[src/rtl/loader_pkg.sv]
// Shared definitions for the boot-time program loader.
//   loader_state_t : loader FSM encoding
//   SYNC_BYTE      : frame start marker
//   LEN_W          : width of the frame word-count field
package loader_pkg;

  typedef enum logic [2:0] {
    ST_IDLE,
    ST_LEN_LO,
    ST_LEN_HI,
    ST_DATA,
    ST_CHECK,
    ST_DONE,
    ST_ERROR
  } loader_state_t;

  localparam logic [7:0] SYNC_BYTE = 8'hA5;
  localparam int         LEN_W     = 16;

endpackage

[src/rtl/program_loader_word_packer.sv]
// word_packer: assembles four bytes, LSB first, into one 32-bit word.
//   clk, rst    : clock, asynchronous active-high reset
//   clear       : restart assembly at byte 0 (used when a new length is taken)
//   byte_valid  : byte_data is consumed this cycle
//   byte_data   : incoming byte
//   word        : assembled word, meaningful when word_done is high
//   word_done   : the byte consumed this cycle completes a word
module word_packer (
  input  logic        clk,
  input  logic        rst,
  input  logic        clear,
  input  logic        byte_valid,
  input  logic [7:0]  byte_data,
  output logic [31:0] word,
  output logic        word_done
);

  // Only three bytes need storing; the fourth is taken straight from the
  // input so the completed word is available in the same cycle it arrives.
  logic [23:0] sr_q;
  logic [1:0]  cnt_q;

  assign word_done = byte_valid && (cnt_q == 2'd3);
  assign word      = {byte_data, sr_q};

  always_ff @(posedge clk or posedge rst) begin
    if (rst) begin
      sr_q  <= '0;
      cnt_q <= '0;
    end else if (clear) begin
      sr_q  <= '0;
      cnt_q <= '0;
    end else if (byte_valid) begin
      sr_q  <= {byte_data, sr_q[23:8]};
      cnt_q <= cnt_q + 2'd1;
    end
  end

endmodule

[src/rtl/program_loader.sv]
// program_loader: receives a framed program image as a byte stream and
// writes it word by word into instruction memory, holding the core in reset
// until a complete frame with a matching XOR checksum has been written.
// Frame: 0xA5, LEN_LO, LEN_HI, 4*N data bytes (little-endian words), CHK.
//
// Ports:
//   clk, rst    : clock, asynchronous active-high reset
//   in_data     : received byte
//   in_valid    : in_data is valid
//   in_ready    : loader accepts a byte (low only in DONE)
//   imem_we     : registered one-cycle write strobe
//   imem_addr   : registered word address of the write
//   imem_wdata  : registered write data
//   core_rst    : reset to the core, high until the image is verified
//   done        : image loaded and verified (sticky until rst)
//   error       : last frame failed (cleared by the next sync byte)
//   dbg_state   : current FSM state
//
// Handshake: a byte transfers on a rising clk edge where in_valid && in_ready.
// in_ready depends only on the state register, never on in_valid, and the
// sender must hold in_data stable while in_valid is high and no transfer has
// happened.
module program_loader
  import loader_pkg::*;
#(
  parameter int ADDR_W  = 10,
  parameter int TIMEOUT = 1_000_000
) (
  input  logic              clk,
  input  logic              rst,
  input  logic [7:0]        in_data,
  input  logic              in_valid,
  output logic              in_ready,
  output logic              imem_we,
  output logic [ADDR_W-1:0] imem_addr,
  output logic [31:0]       imem_wdata,
  output logic              core_rst,
  output logic              done,
  output logic              error,
  output loader_state_t     dbg_state
);

  // Counter only needs to hold 0..TIMEOUT-1: reaching the limit leaves the
  // counting states on that same edge.
  localparam int TW = (TIMEOUT > 1) ? $clog2(TIMEOUT) : 1;
  localparam logic [TW-1:0] TMO_LAST = TW'((TIMEOUT > 0) ? TIMEOUT - 1 : 0);

  // Largest legal word count is the full memory capacity.
  localparam logic [LEN_W:0] CAP = {{LEN_W{1'b0}}, 1'b1} << ADDR_W;

  loader_state_t     state_q, state_d;
  logic [7:0]        len_lo_q;
  logic [LEN_W-1:0]  len_q;
  logic [LEN_W-1:0]  wcnt_q;
  logic [ADDR_W-1:0] addr_q;
  logic [7:0]        xor_q;
  logic [TW-1:0]     tmo_q;

  logic              acc;
  logic              counting;
  logic              tmo_hit;
  logic [LEN_W-1:0]  len_full;
  logic              oversize;
  logic              last_word;
  logic              pk_clear;
  logic              pk_valid;
  logic [31:0]       pk_word;
  logic              pk_done;

  assign in_ready  = (state_q != ST_DONE);
  assign done      = (state_q == ST_DONE);
  assign error     = (state_q == ST_ERROR);
  assign core_rst  = !done;
  assign dbg_state = state_q;

  assign acc       = in_valid && in_ready;
  assign counting  = (state_q == ST_LEN_LO) || (state_q == ST_LEN_HI) ||
                     (state_q == ST_DATA)   || (state_q == ST_CHECK);
  // An accepted byte in the same cycle takes priority over the timeout.
  assign tmo_hit   = (TIMEOUT != 0) && counting && !acc && (tmo_q == TMO_LAST);

  assign len_full  = {in_data, len_lo_q};
  assign oversize  = {1'b0, len_full} > CAP;
  assign last_word = (wcnt_q == len_q - LEN_W'(1));

  assign pk_clear  = acc && (state_q == ST_LEN_HI);
  assign pk_valid  = acc && (state_q == ST_DATA);

  word_packer u_packer (
    .clk        (clk),
    .rst        (rst),
    .clear      (pk_clear),
    .byte_valid (pk_valid),
    .byte_data  (in_data),
    .word       (pk_word),
    .word_done  (pk_done)
  );

  always_comb begin
    state_d = state_q;
    case (state_q)
      ST_IDLE: begin
        if (acc && (in_data == SYNC_BYTE)) state_d = ST_LEN_LO;
      end
      ST_LEN_LO: begin
        if (acc) state_d = ST_LEN_HI;
      end
      ST_LEN_HI: begin
        if (acc) begin
          if (len_full == '0)  state_d = ST_CHECK;
          else if (oversize)   state_d = ST_ERROR;
          else                 state_d = ST_DATA;
        end
      end
      ST_DATA: begin
        if (pk_done && last_word) state_d = ST_CHECK;
      end
      ST_CHECK: begin
        if (acc) state_d = (in_data == xor_q) ? ST_DONE : ST_ERROR;
      end
      ST_DONE: begin
        state_d = ST_DONE;
      end
      ST_ERROR: begin
        if (acc && (in_data == SYNC_BYTE)) state_d = ST_LEN_LO;
      end
      default: state_d = ST_IDLE;
    endcase
    if (tmo_hit) state_d = ST_ERROR;
  end

  always_ff @(posedge clk or posedge rst) begin
    if (rst) begin
      state_q    <= ST_IDLE;
      len_lo_q   <= '0;
      len_q      <= '0;
      wcnt_q     <= '0;
      addr_q     <= '0;
      xor_q      <= '0;
      tmo_q      <= '0;
      imem_we    <= 1'b0;
      imem_addr  <= '0;
      imem_wdata <= '0;
    end else begin
      state_q <= state_d;
      imem_we <= 1'b0;

      if (!counting || acc) tmo_q <= '0;
      else                  tmo_q <= tmo_q + TW'(1);

      if (acc) begin
        case (state_q)
          ST_LEN_LO: len_lo_q <= in_data;
          ST_LEN_HI: begin
            // Cleared for every length, including N = 0, so an empty frame
            // is checked against a zero checksum.
            len_q  <= len_full;
            wcnt_q <= '0;
            addr_q <= '0;
            xor_q  <= '0;
          end
          ST_DATA: begin
            xor_q <= xor_q ^ in_data;
            if (pk_done) begin
              imem_we    <= 1'b1;
              imem_addr  <= addr_q;
              imem_wdata <= pk_word;
              addr_q     <= addr_q + ADDR_W'(1);
              wcnt_q     <= wcnt_q + LEN_W'(1);
            end
          end
          default: ;
        endcase
      end
    end
  end

endmodule

[config.mk]
export PLATFORM = sky130hd
export DESIGN_NAME = program_loader
export DESIGN_NICKNAME = d
export VERILOG_FILES = /design/src/rtl/loader_pkg.sv /design/src/rtl/program_loader_word_packer.sv /design/src/rtl/program_loader.sv
export SDC_FILE = /design/constraint.sdc
export NUM_CORES = 1
export LEC_CHECK = 0
export CAP_MARGIN = 5
export CORE_MARGIN = 2
export CORE_UTILIZATION = 45
export CTS_BUF_LIST = sky130_fd_sc_hd__clkbuf_8
export CTS_CLUSTER_DIAMETER = 120
export DETAILED_ROUTE_END_ITERATION = 10
export PLACE_DENSITY = 0.78
export SYNTH_ARGS = -nofsm -noshare
export SYNTH_HDL_FRONTEND = slang
export SYNTH_HIERARCHICAL = 1
export SYNTH_SLANG_ARGS = --single-unit
export TNS_END_PERCENT = 20
[constraint.sdc]
create_clock -name clk -period 4.2 [get_ports clk]
set_clock_uncertainty 0.05 [all_clocks]
set_input_delay 1.05 -clock clk [delete_from_list [all_inputs] [get_ports clk]]
set_output_delay 1.05 -clock clk [all_outputs]
set_load 0.03 [all_outputs]
==> impl_metrics.tcl <==
set metrics [dict create \
    status "complete, no violations" \
    final-setup-viol-count 0 \
    fin_util_pct 53.0 \
    yosys-top-cells-count "nand2_1 (156), dfrtp_1 (150), nor2_1 (73)" \
    crit_path_max_fanout 22 \
    drt_iter0_drc 291 \
    vias 5279 \
    coreArea_mm2 0.0157 \
    fmax_mhz 292 \
    synth_top_cell_area_share_pct 52.3 \
    gp_congestion 0.848 \
    cpLargestDelayFamily "flip-flops" \
    synth_area_leaders "dfrtp_1 (52%), nand2_1 (8.2%), xor2_1 (4.0%)" \
    p_int_w 0.00290 \
    reg2regPathDepth 9 \
    rrSetupSlack_ns 1.31 \
    avgSynthCellArea_um2 9.88 \
    antenna_found_initial 0 \
    netlist-cell-type-count 61 \
    period_share_pct 81.6 \
    p_leak_nw 3.76 \
    drive_above_1_share_pct 9.16 \
    cap_violations 0 \
    final_hold_viol_count 0 \
    die_h_um 130 \
    combPwrFrac_pct 29.2 \
    cts_tree "yes" \
    post_drt_wl_per_cell_um 15.2 \
    holdPathStages 2 \
    ir_drop_uv 389 \
    initial_core_util_pct 45.7 \
    finalCriticalPeriod_ns 3.43 \
    final_antenna_net_count 0 \
    mappedNetlistArea_mm2 0.00718 \
    drc 0 \
    cp_num_buf_inv 2 \
    fin_setup_tns_ns 0 \
    hold_path.class "reg -> reg" \
    max_slew_margin_pct 33.2 \
    post_cts_buffers 0 \
    rsz0062_at_grt "false" \
    grt_pass1_vias 5236 \
    slew_viol_final 0 \
    yosysMostFrequentCell "nand2_1" \
    cts_buffer_depth 2 \
    viasPerCell 5.27 \
    fp.dieW_um 130 \
    synthCells 727 \
    slowest_stage "dfrtp_1" \
    core.rowCount 46 \
    ioPinCount 61 \
    async_flop_share_pct 100 \
    port_buffers 60 \
    post_cts_resize_count 0 \
    yosysTopAreaCell "dfrtp_1" \
    grt_max_degree 52 \
    finalWirelength_um 15300 \
    crit_chain "nand3b_1, inv_1, clkdlybuf4s50_1" \
    cp-start-kind "register" \
    synth_edf_count 0 \
    dp_hpwl_um 10100 \
    dr.pass1.iters 5 \
    critPathRequiredTime_ns 3.10 \
    slowest_delay_ns 0.82 \
    cp-end-kind "output port" \
    synthFlopType "dfrtp_1" \
    syn_to_final_growth_pct 15.9 \
    cp.arrival_ns 2.33 \
    diodes 0 \
    cts.sinks 150 \
    swShare_pct 37.1 \
    yosysWarnings 6 \
    crit_type "reg -> out" \
    final_nets 789 \
    track_usage_pct 19.4 \
    grt_overflow 0 \
    cts.htree.levels 4 \
    clkTransAtPathRegs_ns 0.10 \
    ys_seq_area_share_pct 52.3 \
    worst-path-stages 3 \
    pwr-share-seq_pct 45.9 \
    powerDensity_mw_per_mm2 553 \
    clock_power_share_pct 24.9 \
    clk_latency_ns 0.46 \
    grt_pass1_wl_um 26000 \
    dieArea_mm2 0.0170 \
    p_switching_w 0.00171 \
    ys_ff_latch 150 \
    numCtsBuffers 17 \
    cts-root-buf "clkbuf_8" \
    cts_hold_buf 0 \
    syn_nets 743 \
    worst_pin_slew_ns 1.00 \
]
[path summary, 6_finish.rpt]
check                                from              to
setup / recovery             dbg_state[0]            done
hold / removal             imem_wdata[27]  imem_wdata[27]
setup reg to reg             dbg_state[0]      wcnt_q[15]
hold reg to reg            imem_wdata[27]  imem_wdata[27]
max in group asynchronous             rst        tmo_q[0]
min in group asynchronous             rst   imem_wdata[5]
[state kept, by name, summed over array words and instances, names as in the netlist]
register        count
addr_q             10
dbg_state           3
imem_addr          10
imem_wdata         32
imem_we             1
len_lo_q            8
len_q              16
tmo_q              20
u_packer/cnt_q      2
u_packer/sr_q      24
wcnt_q             16
xor_q               8
[worst reg2reg max path, cell delays in order (launching register included)]
cell       delay, ns
dfrtp_1         0.82
nand2_1         0.25
nor2_4          0.18
and2_1          0.16
nand2_1         0.08
inv_2           0.15
o2111ai_1       0.32
or4_1           0.60
xor2_1          0.14
nor2_1          0.05
[metrics by stage]
step | setup WS [ns] | hold slack, ns | std cells | area, um2 | power (W)
after floorplan | 1.13 | 0.388 | 727 | 7190 | 0.00313
after global placement | 0.581 | 0.408 | 970 | 7920 | 0.00343
after detailed placement | 0.530 | 0.404 | 970 | 7920 | 0.00348
after CTS | 0.746 | 0.432 | 1002 | 8330 | 0.00464
after global routing | 0.637 | 0.460 | 1002 | 8330 | 0.00490
final | 0.775 | 0.429 | 1002 | 8330 | 0.00461
[cells by family after synthesis]
| logic type | share of synthesized area, % |
|---|---|
| DFF | 52.3 |
| buffers and inverters | 3.87 |
| adders and majority gates | 0.871 |
| and+or+nand+nor | 22.8 |
| muxes | 7.07 |
| xor gates and xnor gates | 6.34 |
| AOI/OAI and AO/OA | 6.83 |
[cell type report]
type	count	area, um2
clock buffer	17	234
timing repair buffer	69	693
sequential	150	3750
multi-input combinational	526	3160
inverter	9	37.5
clock inverter	15	175
fill	1360	7390
tap	216	270
[cell usage in the layout (no fill, tap or decap), types with 15 or more instances in the layout]
cell type / instances
clkbuf_8: 17
clkdlybuf4s50_1: 60
dfrtp_1: 150
mux2_2: 22
mux2i_1: 26
nand2_1: 156
nand2b_1: 20
nand3_1: 17
nand4_1: 15
nor2_1: 72
o21ai_0: 22
xnor2_1: 19
xor2_1: 33
[per-layer routing]
| metal | GRT usage [%] | part of all wire, % |
|---|---|---|
| met5 | 0 | 0 |
| met4 | 6.95 | 1.9 |
| met3 | 4.02 | 4.3 |
| met2 | 30.8 | 47 |
| met1 | 26.6 | 47 |
[power by group through the flow]
stage | registers [W] | clock network [W] | logic (W)
2_1_floorplan | 0.00207 | 0 | 0.00106
3_3_place_gp | 0.00213 | 0 | 0.00130
3_5_place_dp | 0.00214 | 0 | 0.00134
4_1_cts | 0.00211 | 0.00117 | 0.00135
5_1_grt | 0.00217 | 0.00123 | 0.00149
6_report | 0.00212 | 0.00115 | 0.00134
Note: power is estimated with default switching activity, not from simulation.
